## src/rtl/rect_motion_ctrl_if.sv

```systemverilog
// Command channel of the rectangle position scheduler.
// A source places an absolute position on cmd_x/cmd_y and holds cmd_valid
// until the controller answers with cmd_ready in the same cycle.
interface rect_motion_ctrl_if;
    logic        cmd_valid;
    logic        cmd_ready;
    logic [11:0] cmd_x;
    logic [11:0] cmd_y;

    modport master (
        output cmd_valid,
        output cmd_x,
        output cmd_y,
        input  cmd_ready
    );

    modport slave (
        input  cmd_valid,
        input  cmd_x,
        input  cmd_y,
        output cmd_ready
    );
endinterface

```

## src/rtl/rect_motion_ctrl.sv

```systemverilog
// Per-frame position scheduler for one textured-rectangle draw stage.
// The rectangle bounces inside the visible area at a fixed step per frame, or
// jumps to an absolute position loaded over the command channel. Every change
// lands on the cycle after the rising edge of vblnk, so the draw stage never
// sees a position change in the middle of a frame.
module rect_motion_ctrl #(
    parameter int SCREEN_W    = 800,
    parameter int SCREEN_H    = 600,
    parameter int RECT_WIDTH  = 64,
    parameter int RECT_HEIGHT = 64,
    parameter int STEP_X      = 2,
    parameter int STEP_Y      = 1,
    parameter int X_INIT      = 0,
    parameter int Y_INIT      = 0
) (
    input  logic               pclk,
    input  logic               rst,
    input  logic               vblnk_in,
    input  logic               enable,
    rect_motion_ctrl_if.slave  cmd,
    output logic [11:0]        xpos,
    output logic [11:0]        ypos,
    output logic               dir_x,
    output logic               dir_y,
    output logic               frame_tick,
    output logic               bounce
);

    // The draw stage covers xpos..xpos+RECT_WIDTH inclusive, hence the extra -1.
    // Comparisons are done one bit wider so that pos+step can never wrap.
    localparam logic [12:0] XMAX13  = 13'(SCREEN_W - 1 - RECT_WIDTH);
    localparam logic [12:0] YMAX13  = 13'(SCREEN_H - 1 - RECT_HEIGHT);
    localparam logic [11:0] XMAX12  = XMAX13[11:0];
    localparam logic [11:0] YMAX12  = YMAX13[11:0];
    localparam logic [12:0] STEPX13 = 13'(STEP_X);
    localparam logic [12:0] STEPY13 = 13'(STEP_Y);
    localparam logic [11:0] STEPX12 = STEPX13[11:0];
    localparam logic [11:0] STEPY12 = STEPY13[11:0];
    localparam logic [11:0] XINIT12 = 12'(X_INIT);
    localparam logic [11:0] YINIT12 = 12'(Y_INIT);

    typedef enum logic [1:0] {IDLE, RUN, LOAD} state_t;

    state_t      state;
    state_t      next_state;
    logic        vblnk_d;
    logic        tick;
    logic        accept;
    logic        cmd_ready_q;
    logic        do_move;
    logic        do_load;
    logic [11:0] x_pend;
    logic [11:0] y_pend;
    logic [11:0] x_next;
    logic [11:0] y_next;
    logic        dir_x_next;
    logic        dir_y_next;
    logic        bounce_x;
    logic        bounce_y;

    assign tick           = vblnk_in & ~vblnk_d;
    assign accept         = cmd.cmd_valid & cmd_ready_q;
    assign cmd.cmd_ready  = cmd_ready_q;

    // Next-state decode: a command always wins over enable, LOAD waits for the frame tick
    always_comb begin
        next_state = state;
        do_move    = 1'b0;
        do_load    = 1'b0;
        case (state)
            IDLE: begin
                if (accept)      next_state = LOAD;
                else if (enable) next_state = RUN;
            end
            RUN: begin
                do_move = tick & enable;
                if (accept)       next_state = LOAD;
                else if (!enable) next_state = IDLE;
            end
            LOAD: begin
                if (tick) begin
                    do_load    = 1'b1;
                    next_state = enable ? RUN : IDLE;
                end
            end
            default: next_state = IDLE;
        endcase
    end

    // One bounce step per axis: clamp onto the wall and reverse when the step would reach it
    always_comb begin
        x_next     = xpos + STEPX12;
        dir_x_next = dir_x;
        bounce_x   = 1'b0;
        if (!dir_x) begin
            if ({1'b0, xpos} + STEPX13 >= XMAX13) begin
                x_next     = XMAX12;
                dir_x_next = 1'b1;
                bounce_x   = 1'b1;
            end
        end else if ({1'b0, xpos} <= STEPX13) begin
            x_next     = 12'd0;
            dir_x_next = 1'b0;
            bounce_x   = 1'b1;
        end else begin
            x_next = xpos - STEPX12;
        end

        y_next     = ypos + STEPY12;
        dir_y_next = dir_y;
        bounce_y   = 1'b0;
        if (!dir_y) begin
            if ({1'b0, ypos} + STEPY13 >= YMAX13) begin
                y_next     = YMAX12;
                dir_y_next = 1'b1;
                bounce_y   = 1'b1;
            end
        end else if ({1'b0, ypos} <= STEPY13) begin
            y_next     = 12'd0;
            dir_y_next = 1'b0;
            bounce_y   = 1'b1;
        end else begin
            y_next = ypos - STEPY12;
        end
    end

    // FSM state register
    always_ff @(posedge pclk) begin
        if (!rst) state <= IDLE;
        else      state <= next_state;
    end

    // vblank edge detector, frame pulse and ready flag; vblnk_d starts high so a blank held through reset gives no tick
    always_ff @(posedge pclk) begin
        if (!rst) begin
            vblnk_d     <= 1'b1;
            frame_tick  <= 1'b0;
            cmd_ready_q <= 1'b0;
        end else begin
            vblnk_d     <= vblnk_in;
            frame_tick  <= tick;
            cmd_ready_q <= (next_state != LOAD);
        end
    end

    // Latch the accepted command already clamped to the visible area
    always_ff @(posedge pclk) begin
        if (!rst) begin
            x_pend <= XINIT12;
            y_pend <= YINIT12;
        end else if (accept) begin
            x_pend <= ({1'b0, cmd.cmd_x} > XMAX13) ? XMAX12 : cmd.cmd_x;
            y_pend <= ({1'b0, cmd.cmd_y} > YMAX13) ? YMAX12 : cmd.cmd_y;
        end
    end

    // Position and direction registers; a corner hit yields one bounce pulse
    always_ff @(posedge pclk) begin
        if (!rst) begin
            xpos   <= XINIT12;
            ypos   <= YINIT12;
            dir_x  <= 1'b0;
            dir_y  <= 1'b0;
            bounce <= 1'b0;
        end else begin
            bounce <= 1'b0;
            if (do_move) begin
                xpos   <= x_next;
                ypos   <= y_next;
                dir_x  <= dir_x_next;
                dir_y  <= dir_y_next;
                bounce <= bounce_x | bounce_y;
            end else if (do_load) begin
                xpos <= x_pend;
                ypos <= y_pend;
            end
        end
    end

endmodule

```

## src/flat_wrapper.sv

```systemverilog
// flat-port wrapper written by rule: the top's interface ports become plain ports
module rect_motion_ctrl_flat 
#(
    parameter int SCREEN_W    = 800,
    parameter int SCREEN_H    = 600,
    parameter int RECT_WIDTH  = 64,
    parameter int RECT_HEIGHT = 64,
    parameter int STEP_X      = 2,
    parameter int STEP_Y      = 1,
    parameter int X_INIT      = 0,
    parameter int Y_INIT      = 0
)
  (pclk, rst, vblnk_in, enable, xpos, ypos, dir_x, dir_y, frame_tick, bounce, cmd_cmd_valid, cmd_cmd_x, cmd_cmd_y, cmd_cmd_ready);
  rect_motion_ctrl_if cmd_i ();
  input  logic pclk;
  input  logic rst;
  input  logic vblnk_in;
  input  logic enable;
  output logic [11:0] xpos;
  output logic [11:0] ypos;
  output logic dir_x;
  output logic dir_y;
  output logic frame_tick;
  output logic bounce;
  input wire logic [$bits(cmd_i.cmd_valid)-1:0] cmd_cmd_valid;
  input wire logic [$bits(cmd_i.cmd_x)-1:0] cmd_cmd_x;
  input wire logic [$bits(cmd_i.cmd_y)-1:0] cmd_cmd_y;
  output wire logic [$bits(cmd_i.cmd_ready)-1:0] cmd_cmd_ready;
  assign cmd_i.cmd_valid = cmd_cmd_valid;
  assign cmd_i.cmd_x = cmd_cmd_x;
  assign cmd_i.cmd_y = cmd_cmd_y;
  assign cmd_cmd_ready = cmd_i.cmd_ready;
  rect_motion_ctrl #(.SCREEN_W(SCREEN_W), .SCREEN_H(SCREEN_H), .RECT_WIDTH(RECT_WIDTH), .RECT_HEIGHT(RECT_HEIGHT), .STEP_X(STEP_X), .STEP_Y(STEP_Y), .X_INIT(X_INIT), .Y_INIT(Y_INIT)) u_core (.pclk(pclk), .rst(rst), .vblnk_in(vblnk_in), .enable(enable), .cmd(cmd_i), .xpos(xpos), .ypos(ypos), .dir_x(dir_x), .dir_y(dir_y), .frame_tick(frame_tick), .bounce(bounce));
endmodule
```

## config.mk

```make
export PLATFORM = sky130hd
export DESIGN_NAME = rect_motion_ctrl_flat
export DESIGN_NICKNAME = d
export VERILOG_FILES = /design/src/rtl/rect_motion_ctrl_if.sv /design/src/rtl/rect_motion_ctrl.sv /design/src/flat_wrapper.sv
export SDC_FILE = /design/constraint.sdc
export NUM_CORES = 1
export LEC_CHECK = 0
export ABC_CLOCK_PERIOD_IN_PS = 1900
export BUFFER_PORTS_ARGS = -buffer_cell sky130_fd_sc_hd__buf_2
export CORE_MARGIN = 1
export CORE_UTILIZATION = 52
export DETAILED_ROUTE_END_ITERATION = 12
export PLACE_DENSITY = 0.77
export SKIP_CTS_REPAIR_TIMING = 1
export SYNTH_ARGS = -nofsm -noshare
export SYNTH_HDL_FRONTEND = slang
export SYNTH_SLANG_ARGS = --single-unit
```

## constraint.sdc

```tcl
create_clock -name pclk -period 1.9 [get_ports pclk]
set_input_delay 0.095 -clock pclk [delete_from_list [all_inputs] [get_ports pclk]]
set_output_delay 0.095 -clock pclk [all_outputs]
set_load 0.01 [all_outputs]
```

==> results.txt, run 1 <==
Die height: 86.51 um
CP Data Required Time: 2.11 ns
Std cell rows: 30
Int Power: 1.845 mW
Share of cells above drive strength 1: 40.50%
Fmax achieved: 0.5197 GHz
HPWL Detailed: 8225 um
Iteration-0 DRC Markers: 416
Count of different cell masters after synthesis: 76
CP max FO: 5
Failing checks: negative setup slack
Yosys warning total: 0
GRT Total Usage: 29.51%
Dpl ws: -0.07902 ns
Status: complete, but fails checks
Mapped Area: 3714 um2
Final hold violation count: 0
Initial antenna violation count: 0
Max Slew Vio Count: 0
Final non-filler cell total: 654
Clock transition at path regs: 0.11 ns
Final WS setup: -0.02415 ns
Post-synth EDFFs: 0
PwrDens: 497.5 nW/um2
Clock Tree Root: clkbuf_8
Post-layout util: 72.20%
Clock latency on the worst-skew pair: 0.31 ns
GR Overflow Total: 0
Setup Skew: 0.008378 ns
Synth area leader: dfxtp_1
Synth Net Count: 486
PnR Total Power: 2.454 mW
Switching share of power: 24.82%
Synth Flop Type: dfxtp_1
CP Capture Type: register
Mapped Avg Cell Area: 8.252 um2
Nets: 593
Post-route ant nets: 0
Vias in the first global route: 3527
CTS tree: yes
PortBufs: 57
RePlAce Congestion: 0.9334
Max Cap Viol: 0
Sequential-to-total area share from yosys stat: 30.19%
Io pins: 58
Setup TNS Final: -0.05199 ns
Gate power share: 14.1%
# setup viols final: 3
Synth Instances: 450
Routed WL per cell: 17.21 um
Measured slew at the worst slew-check pin: 0.5712 ns
CTS Buf Count: 5
Clock share of power: 35.5%
Kind of critical path: reg -> reg
Net Sw Power: 0.6089 mW
Peak supply drop: 0.0004509 V
Leakage: 2.103 nW
TritonCTS Sinks: 56
Inserted Diodes: 0
Die X: 86.51 um
Starting Density: 54.36%
Deepest clock path buffer count: 2
DIE AREA: 7483 um2
Worst Hold Class: in -> reg
Worst EP arrival: 2.13 ns
First-pass GRT wire length: 17450 um
Routed vias: 3968
Commonest cells after routing, fill and taps aside: buf_4 (74), buf_2 (57), nand2_1 (55)
H-tree level count: 2
Area grow syn2layout: 32.82%
Core Box Area: 6832 um2
Area contributors post-synth: dfxtp_1 (30%), nand2_1 (5.7%), nand3_1 (3.8%)
Period utilization: 101.3%
Startpoint Class: register
Most common library cell in the layout ignoring fill and taps: buf_4
Final min period: 1.924 ns
Area share of the largest cell type after synthesis: 30.19%
First-pass DRT Iterations: 5
RSZ-0062 raised after global routing: yes
Largest net degree at the start of global routing: 27
Placed Cells: 633
Layout fillers: 550
Yosys reg bits: 56
Vias per cell: 6.067
Asr flop ratio synth: 0%
Total wire length: 11260 um
Sequential fraction of design power: 50.4%
DRC viols: 0
Max_slew headroom: 61.88%
power groups by stage:
| stage | Combinational (mW) | Clock [mW] | Sequential [mW] |
|---|---|---|---|
| after detailed placement | 0.319 | 0 | 1.26 |
| after CTS | 0.320 | 0.886 | 1.24 |
| after global placement | 0.313 | 0 | 1.26 |
| final | 0.346 | 0.872 | 1.24 |
| after floorplan | 0.200 | 0 | 1.26 |
| after global routing | 0.373 | 0.921 | 1.24 |
final cells by class:
class | count | area (um2) | share of cell area [%]
clock buffers | 7 | 97.59 | 1.979
clock inverters | 1 | 30.03 | 0.6088
inverters | 9 | 43.79 | 0.8879
multi-input cells | 347 | 2542 | 51.55
flip-flops and latches | 56 | 1145 | 23.21
well taps | 96 | 120.1 | 2.435
repair buffers | 138 | 953.4 | 19.33
worst paths after layout:
path	startpoint	end	slack, ns	cells past startpoint
min	cmd_cmd_y[6]	u_core.y_pend[6]	0.04	3
min reg2reg	u_core.x_pend[8]	u_core.x_pend[8]	0.48	2
max	u_core.xpos[1]	u_core.xpos[5]	-0.02	7
max reg2reg	u_core.xpos[1]	u_core.xpos[5]	-0.02	7
flip-flops by register name, indices dropped and copies added, names as in the netlist:
signal and flops:
u_core.bounce 1, u_core.cmd.cmd_ready 1, u_core.dir_x 1, u_core.dir_y 1, u_core.frame_tick 1, u_core.state 2
u_core.vblnk_d 1, u_core.x_pend 12, u_core.xpos 12, u_core.y_pend 12, u_core.ypos 12
cells by family (layout without fill, tap and decap cells):
group                      count (synthesis)  count (layout)  share of synthesized area, %
AOI/OAI and AO/OA                        133             133                         28.44
xor gates and xnor gates                  21              21                         4.953
adders and majority gates                  7               7                         2.358
buffers and inverters                     48             155                         6.166
DFF                                       56              56                         30.19
muxes                                      2               2                        0.7074
and+or+nand+nor                          183             184                         27.19
cells in the mapped netlist, drive strengths merged (11+ instances only):
library cell	count
a31oi	11
o221a	12
nand3	28
nor3	13
xor2	13
a21oi	19
nor2	26
o21ai	30
buf	20
nand2	58
clkbuf	19
dfxtp	56
and3	16
worst max-delay path: stages (launching register included):
cell	delay, ns
dfxtp_4	0.39
buf_4	0.16
a2111oi_4	0.40
a31oi_4	0.18
nand2_1	0.16
o21ai_0	0.10
a21o_1	0.21
a22o_1	0.22
per-stage QoR:
stage / area [um2] / hold WS (ns)
CTS: 4664 / -0.009686
finish: 4932 / 0.04034
detailed placement: 4537 / 0.3074
global placement: 4537 / 0.3041
global route: 4932 / 0.04448
floorplan: 3759 / 0.1965
per-layer routing:
metal  wire length (um)  global-route usage (%)  vias to the layer above
met4                 76                   5.455                        0
met2               5359                   48.27                      159
met3                684                   3.714                       10
li1                   -                       -                     1887
met1               5137                   42.10                     1912
met5                  0                       0                        -
Power figures use the tool's default switching activity.
==> inputs of run 2 (changes only) <==
--- a/config.mk
+++ b/config.mk
@@ -8,9 +8,10 @@
 export ABC_CLOCK_PERIOD_IN_PS = 1900
 export BUFFER_PORTS_ARGS = -buffer_cell sky130_fd_sc_hd__buf_2
 export CORE_MARGIN = 1
-export CORE_UTILIZATION = 52
+export CORE_UTILIZATION = 53
+export CTS_BUF_LIST = sky130_fd_sc_hd__clkbuf_4 sky130_fd_sc_hd__clkbuf_8
 export DETAILED_ROUTE_END_ITERATION = 12
-export PLACE_DENSITY = 0.77
+export PLACE_DENSITY = 0.78
 export SKIP_CTS_REPAIR_TIMING = 1
 export SYNTH_ARGS = -nofsm -noshare
 export SYNTH_HDL_FRONTEND = slang
==> run 2 against run 1 <==
  * The run still ends with negative setup slack left
  * Sequential share of layout area is 0.40 points lower
  * Hold slack got worse by 0.0059 ns
  * Via count rose by 6.1%
  * Clock power down 21%
  * Maximum frequency decreased by 4.5%
  * Register-to-register slack got worse by 0.09 ns
  * Critical path depth grew 1
  * First-iteration DRC count increased by 76%
  * Sequential cell count unchanged
  * Critical endpoint unchanged
==> results.txt, run 2 (synthesized netlist as in run 1, its figures left out) <==
Status: complete, but fails checks
Failing checks: negative setup slack
Placed cell areas: 4529 um2
Max Slew Vio Count: 0
Routed vias: 4212
Placed Cells: 632
R2r setup slk: -0.12 ns
Fmax achieved: 0.4962 GHz
Reg-to-reg critical path endpoint: u_core.xpos[5]
First-pass GRT wire length: 18170 um
WP depth: 8
Area grow syn2layout: 35.75%
DIE AREA: 7345 um2
RePlAce Congestion: 0.9796
Io pins: 58
CP endpoint: u_core.xpos[5]
Post-route ant nets: 0
Peak supply drop: 0.0005678 V
CP Data Required Time: 2.12 ns
Vias per cell: 6.421
Setup Skew: 0.009842 ns
Nets: 595
Final Instance Area: 5041 um2
CP max FO: 5
Die X: 85.71 um
R2r startpoint: u_core.xpos[1]
PwrDens: 455.8 nW/um2
First-pass DRT Iterations: 6
Core Box Area: 6794 um2
Final hold violation count: 0
HPWL Detailed: 8449 um
Total wire length: 12500 um
Deepest clock path buffer count: 2
Initial antenna violation count: 0
Final min period: 2.015 ns
Most common library cell in the layout ignoring fill and taps: buf_4
# setup viols final: 7
GR Overflow Total: 0
Iteration-0 DRC Markers: 733
Largest net degree at the start of global routing: 27
Critical path buffer and inverter count: 2
Worst Hold Class: in -> reg
Max_slew headroom: 61.13%
Std cell rows: 30
Measured slew at the worst slew-check pin: 0.5819 ns
Worst Setup SP: u_core.xpos[1]
Inserted Diodes: 0
CTS tree: yes
PortBufs: 57
Starting Density: 54.66%
Period utilization: 106.1%
DRC viols: 0
Clock transition at path regs: 0.11 ns
Crit-path max cell delay: 0.39 ns
Final non-filler cell total: 656
Worst EP arrival: 2.23 ns
CP Cell Sequence: buf_4, a2111oi_4, buf_4, a31oi_4, nand2_2, o21ai_0, a21o_1, a22o_1
Most frequent CP cell: buf_4
Startpoint Class: register
Top cell family by delay on the critical path: compound AO/OA/AOI/OAI gates
Share of cells above drive strength 1: 43.21%
Reg2Reg Depth: 8
RSZ-0062 raised after global routing: yes
GRT Total Usage: 31.27%
CTS Buf Count: 5
Final WS setup: -0.1151 ns
Leakage: 2.144 nW
Clock latency on the worst-skew pair: 0.31 ns
Commonest cells after routing, fill and taps aside: buf_4 (73), buf_2 (57), nand2_1 (53)
H-tree level count: 2
Max Cap Viol: 0
Clock Tree Root: clkbuf_8
Layout fillers: 512
CP Capture Type: register
Routed WL per cell: 19.06 um
Crit path max-delay cell type: dfxtp_4
Die height: 85.71 um
Dpl ws: -0.08383 ns
TritonCTS Sinks: 56
Vias in the first global route: 3694
Kind of critical path: reg -> reg
-- run 2: cell count changes in the layout (fill, tap and decap cells not counted), sizes merged --
cell / previous run / this run
clkbuf: 7 / 5
buf: 137 / 139
bufinv: 1 / 0
clkinv: 1 / 4
-- run 2: worst min path at each step --
| stage | cells past startpoint | end | slack, ns | from |
|---|---|---|---|---|
| final | 3 | u_core.y_pend[8] | 0.03 | cmd_cmd_y[8] |
| after global routing | 3 | u_core.y_pend[3] | 0.03 | cmd_cmd_y[3] |
| after CTS | 2 | u_core.vblnk_d | -0.009 | vblnk_in |
| after detailed placement | 2 | u_core.vblnk_d | 0.31 | vblnk_in |
| after global placement | 2 | u_core.vblnk_d | 0.30 | vblnk_in |
| after floorplan | 1 | u_core.vblnk_d | 0.20 | vblnk_in |
-- run 2: metal layers --
metal  global-route usage (%)  share of wire, %  routed length (um)  up-vias
met2                    50.18                45                5675      299
met3                    5.582               9.5                1182       77
met5                        0                 0                   0        -
li1                         -                 -                   -     1901
met4                    9.091               3.7                 465        0
met1                    43.12                41                5178     1935
-- run 2: stage by stage --
stage / power [mW] / util (%) / setup TNS (ns) / hold WS [ns]
after detailed placement: 1.590 / 66.67 / -0.5403 / 0.3111
final: 2.298 / 74.20 / -0.2679 / 0.03447
after global placement: 1.580 / 66.67 / -0.2069 / 0.3034
after floorplan: 1.456 / - / -0.006930 / 0.1965
after global routing: 2.387 / 74.20 / -1.070 / 0.03398
after CTS: 2.256 / 68.01 / -0.9512 / -0.009234
-- run 2: final cells by class --
cell class	count	area (um2)	area share (%)
Sequential cell	56	1150	22.81
Clock inverter	3	22.52	0.4468
Tap cell	96	120.1	2.383
Inverter	9	41.29	0.8191
Clock buffer	5	68.82	1.365
Multi-Input combinational cell	347	2659	52.74
Timing Repair Buffer	140	979.7	19.43
-- run 2: worst register-to-register path: cells and delay by family, from the launching register on --
kind                   cells  cell delay (ns)
AO/OA/AOI/OAI              5             1.02
flip-flops                 1             0.39
AND/OR/NAND/NOR            1             0.16
buffers and inverters      2             0.36
-- run 2: power by group --
group	leakage, nW	internal, mW	switching (mW)
Combinational	1.63	0.179	0.195
Sequential	0.462	1.20	0.0321
Clock	0.0485	0.266	0.423
==> inputs of run 3 (changes only) <==
--- a/config.mk
+++ b/config.mk
@@ -5,13 +5,14 @@
 export SDC_FILE = /design/constraint.sdc
 export NUM_CORES = 1
 export LEC_CHECK = 0
-export ABC_CLOCK_PERIOD_IN_PS = 1900
+export ABC_CLOCK_PERIOD_IN_PS = 1890
 export BUFFER_PORTS_ARGS = -buffer_cell sky130_fd_sc_hd__buf_2
 export CORE_MARGIN = 1
-export CORE_UTILIZATION = 53
+export CORE_UTILIZATION = 59
 export CTS_BUF_LIST = sky130_fd_sc_hd__clkbuf_4 sky130_fd_sc_hd__clkbuf_8
+export CTS_CLUSTER_SIZE = 8
 export DETAILED_ROUTE_END_ITERATION = 12
-export PLACE_DENSITY = 0.78
+export PLACE_DENSITY = 0.83
 export SKIP_CTS_REPAIR_TIMING = 1
 export SYNTH_ARGS = -nofsm -noshare
 export SYNTH_HDL_FRONTEND = slang
==> constraint.sdc (replaced) <==
create_clock -name pclk -period 1.89 [get_ports pclk]
set_input_delay 0.0945 -clock pclk [delete_from_list [all_inputs] [get_ports pclk]]
set_output_delay 0.0945 -clock pclk [all_outputs]
set_load 0.01 [all_outputs]
==> run 3 against run 2 <==
  * The run still ends with negative setup slack left
  * Maximum frequency is 4.3% lower
  * Die area is 9.9% lower
  * Via count is 6.0% higher
  * Hold slack worse by 0.018 ns
  * Sequential power hardly changed
  * Clock skew hardly changed
  * Critical path depth is 1 lower
  * Total power is 2.6% higher
  * Wire length is 12% higher
  * Largest power group unchanged
==> results.txt, run 3 (synthesized netlist as in run 1, its figures left out) <==
TritonCTS Sinks: 56
Post-layout util: 84.63%
First-pass GRT wire length: 17820 um
Fmax achieved: 0.4749 GHz
CTS Buf Count: 5
Inserted Diodes: 0
RePlAce Congestion: 0.9655
RSZ-0062 raised after global routing: yes
PwrDens: 465.2 nW/um2
CP Cell Sequence: nor4_2, o2111ai_4, buf_4, nand3_1, o21ai_0, o22ai_1, a31oi_1
# setup viols final: 24
Max_slew headroom: 56.83%
CP Data Required Time: 2.10 ns
Total wire length: 14030 um
Most common library cell in the layout ignoring fill and taps: buf_4
H-tree level count: 2
Routed WL per cell: 21.99 um
GRT Total Usage: 35.26%
Commonest cells after routing, fill and taps aside: buf_4 (73), buf_2 (57), nand2_1 (54)
R2r setup slk: -0.22 ns
Worst Setup SP: u_core.ypos[3]
Clock share of power: 30.4%
DRC viols: 0
Gate power share: 16.8%
Die height: 81.34 um
Net Sw Power: 0.6819 mW
Iteration-0 DRC Markers: 769
Largest net degree at the start of global routing: 27
CP Capture Type: register
Leakage: 2.168 nW
Die X: 81.34 um
Nets: 598
Setup Skew: 0.009487 ns
Int Power: 1.677 mW
Share of cells above drive strength 1: 42.81%
Sequential fraction of design power: 52.7%
Crit path max-delay cell type: nor4_2
Routed vias: 4464
CP max FO: 9
Reg-to-reg critical path endpoint: u_core.ypos[2]
DIE AREA: 6615 um2
R2r startpoint: u_core.ypos[3]
Measured slew at the worst slew-check pin: 0.6422 ns
CP endpoint: u_core.ypos[2]
Critical path buffer and inverter count: 1
Reg2Reg Depth: 7
WP depth: 7
Clock latency on the worst-skew pair: 0.33 ns
Startpoint Class: register
Top cell family by delay on the critical path: simple AND/OR/NAND/NOR gates
Core Box Area: 5991 um2
Failing checks: negative setup slack
Setup TNS Final: -2.206 ns
Kind of critical path: reg -> reg
Starting Density: 61.99%
Post-route ant nets: 0
Worst Hold Class: in -> reg
Max Slew Vio Count: 0
Io pins: 58
PortBufs: 57
Final hold violation count: 0
Dpl ws: -0.1187 ns
Clock transition at path regs: 0.11 ns
GR Overflow Total: 0
CTS tree: yes
Final WS setup: -0.2158 ns
Initial antenna violation count: 0
Peak supply drop: 0.0006585 V
Crit-path max cell delay: 0.61 ns
Worst EP arrival: 2.31 ns
Vias per cell: 6.997
Vias in the first global route: 3656
Period utilization: 111.4%
HPWL Detailed: 8500 um
Switching share of power: 28.91%
First-pass DRT Iterations: 8
Area grow syn2layout: 36.52%
Clock Tree Root: clkbuf_8
Max Cap Viol: 0
Deepest clock path buffer count: 2
Final min period: 2.106 ns
Status: complete, but fails checks
Std cell rows: 28
## run 3: power by group through the flow
stage               clock [mW]  sequential, mW  combinational (mW)
finish                   0.718            1.24               0.397
global route             0.736            1.25               0.414
CTS                      0.697            1.24               0.336
detailed placement           0            1.27               0.334
global placement             0            1.27               0.323
floorplan                    0            1.26               0.201
## run 3: per-stage QoR
stage | hold WS [ns] | cell area (um2) | total power [mW] | instances
global route | 0.03521 | 5070 | 2.398 | 638
finish | 0.01686 | 5070 | 2.359 | 638
floorplan | 0.1960 | 3769 | 1.464 | 450
CTS | -0.009480 | 4681 | 2.276 | 629
detailed placement | 0.3161 | 4588 | 1.605 | 621
global placement | 0.3029 | 4588 | 1.591 | 621
## run 3: worst min-delay path by stage
stage,slack [ns],depth (start not counted),to,from
after floorplan,0.20,1,u_core.vblnk_d,vblnk_in
after global placement,0.30,2,u_core.vblnk_d,vblnk_in
after detailed placement,0.32,2,u_core.vblnk_d,vblnk_in
after CTS,-0.009,2,u_core.vblnk_d,vblnk_in
after global routing,0.04,2,u_core.y_pend[2],cmd_cmd_y[2]
final,0.02,3,u_core.y_pend[5],cmd_cmd_y[5]
## run 3: final cells by class
class	count	area, um2
clock buffer	6	76.32
clock inverter	2	16.27
fill	357	920.9
inverter	9	48.80
multi-input combinational	347	2670
sequential	56	1142
tap	75	93.84
timing repair buffer	143	1022
## run 3: layer usage
layer	track usage, %	vias up	part of all wire (%)
met1	47.77	2019	38
met4	9.643	0	6.2
li1	-	1904	-
met2	57.33	406	45
met3	5.843	135	12
met5	0	-	0
## run 3: worst min-delay path: cells and delay by family
kind / cells / cell delay (ns)
buffers and inverters: 1 / 0.09
AND/OR/NAND/NOR: 1 / 0.07
AO/OA/AOI/OAI: 1 / 0.06
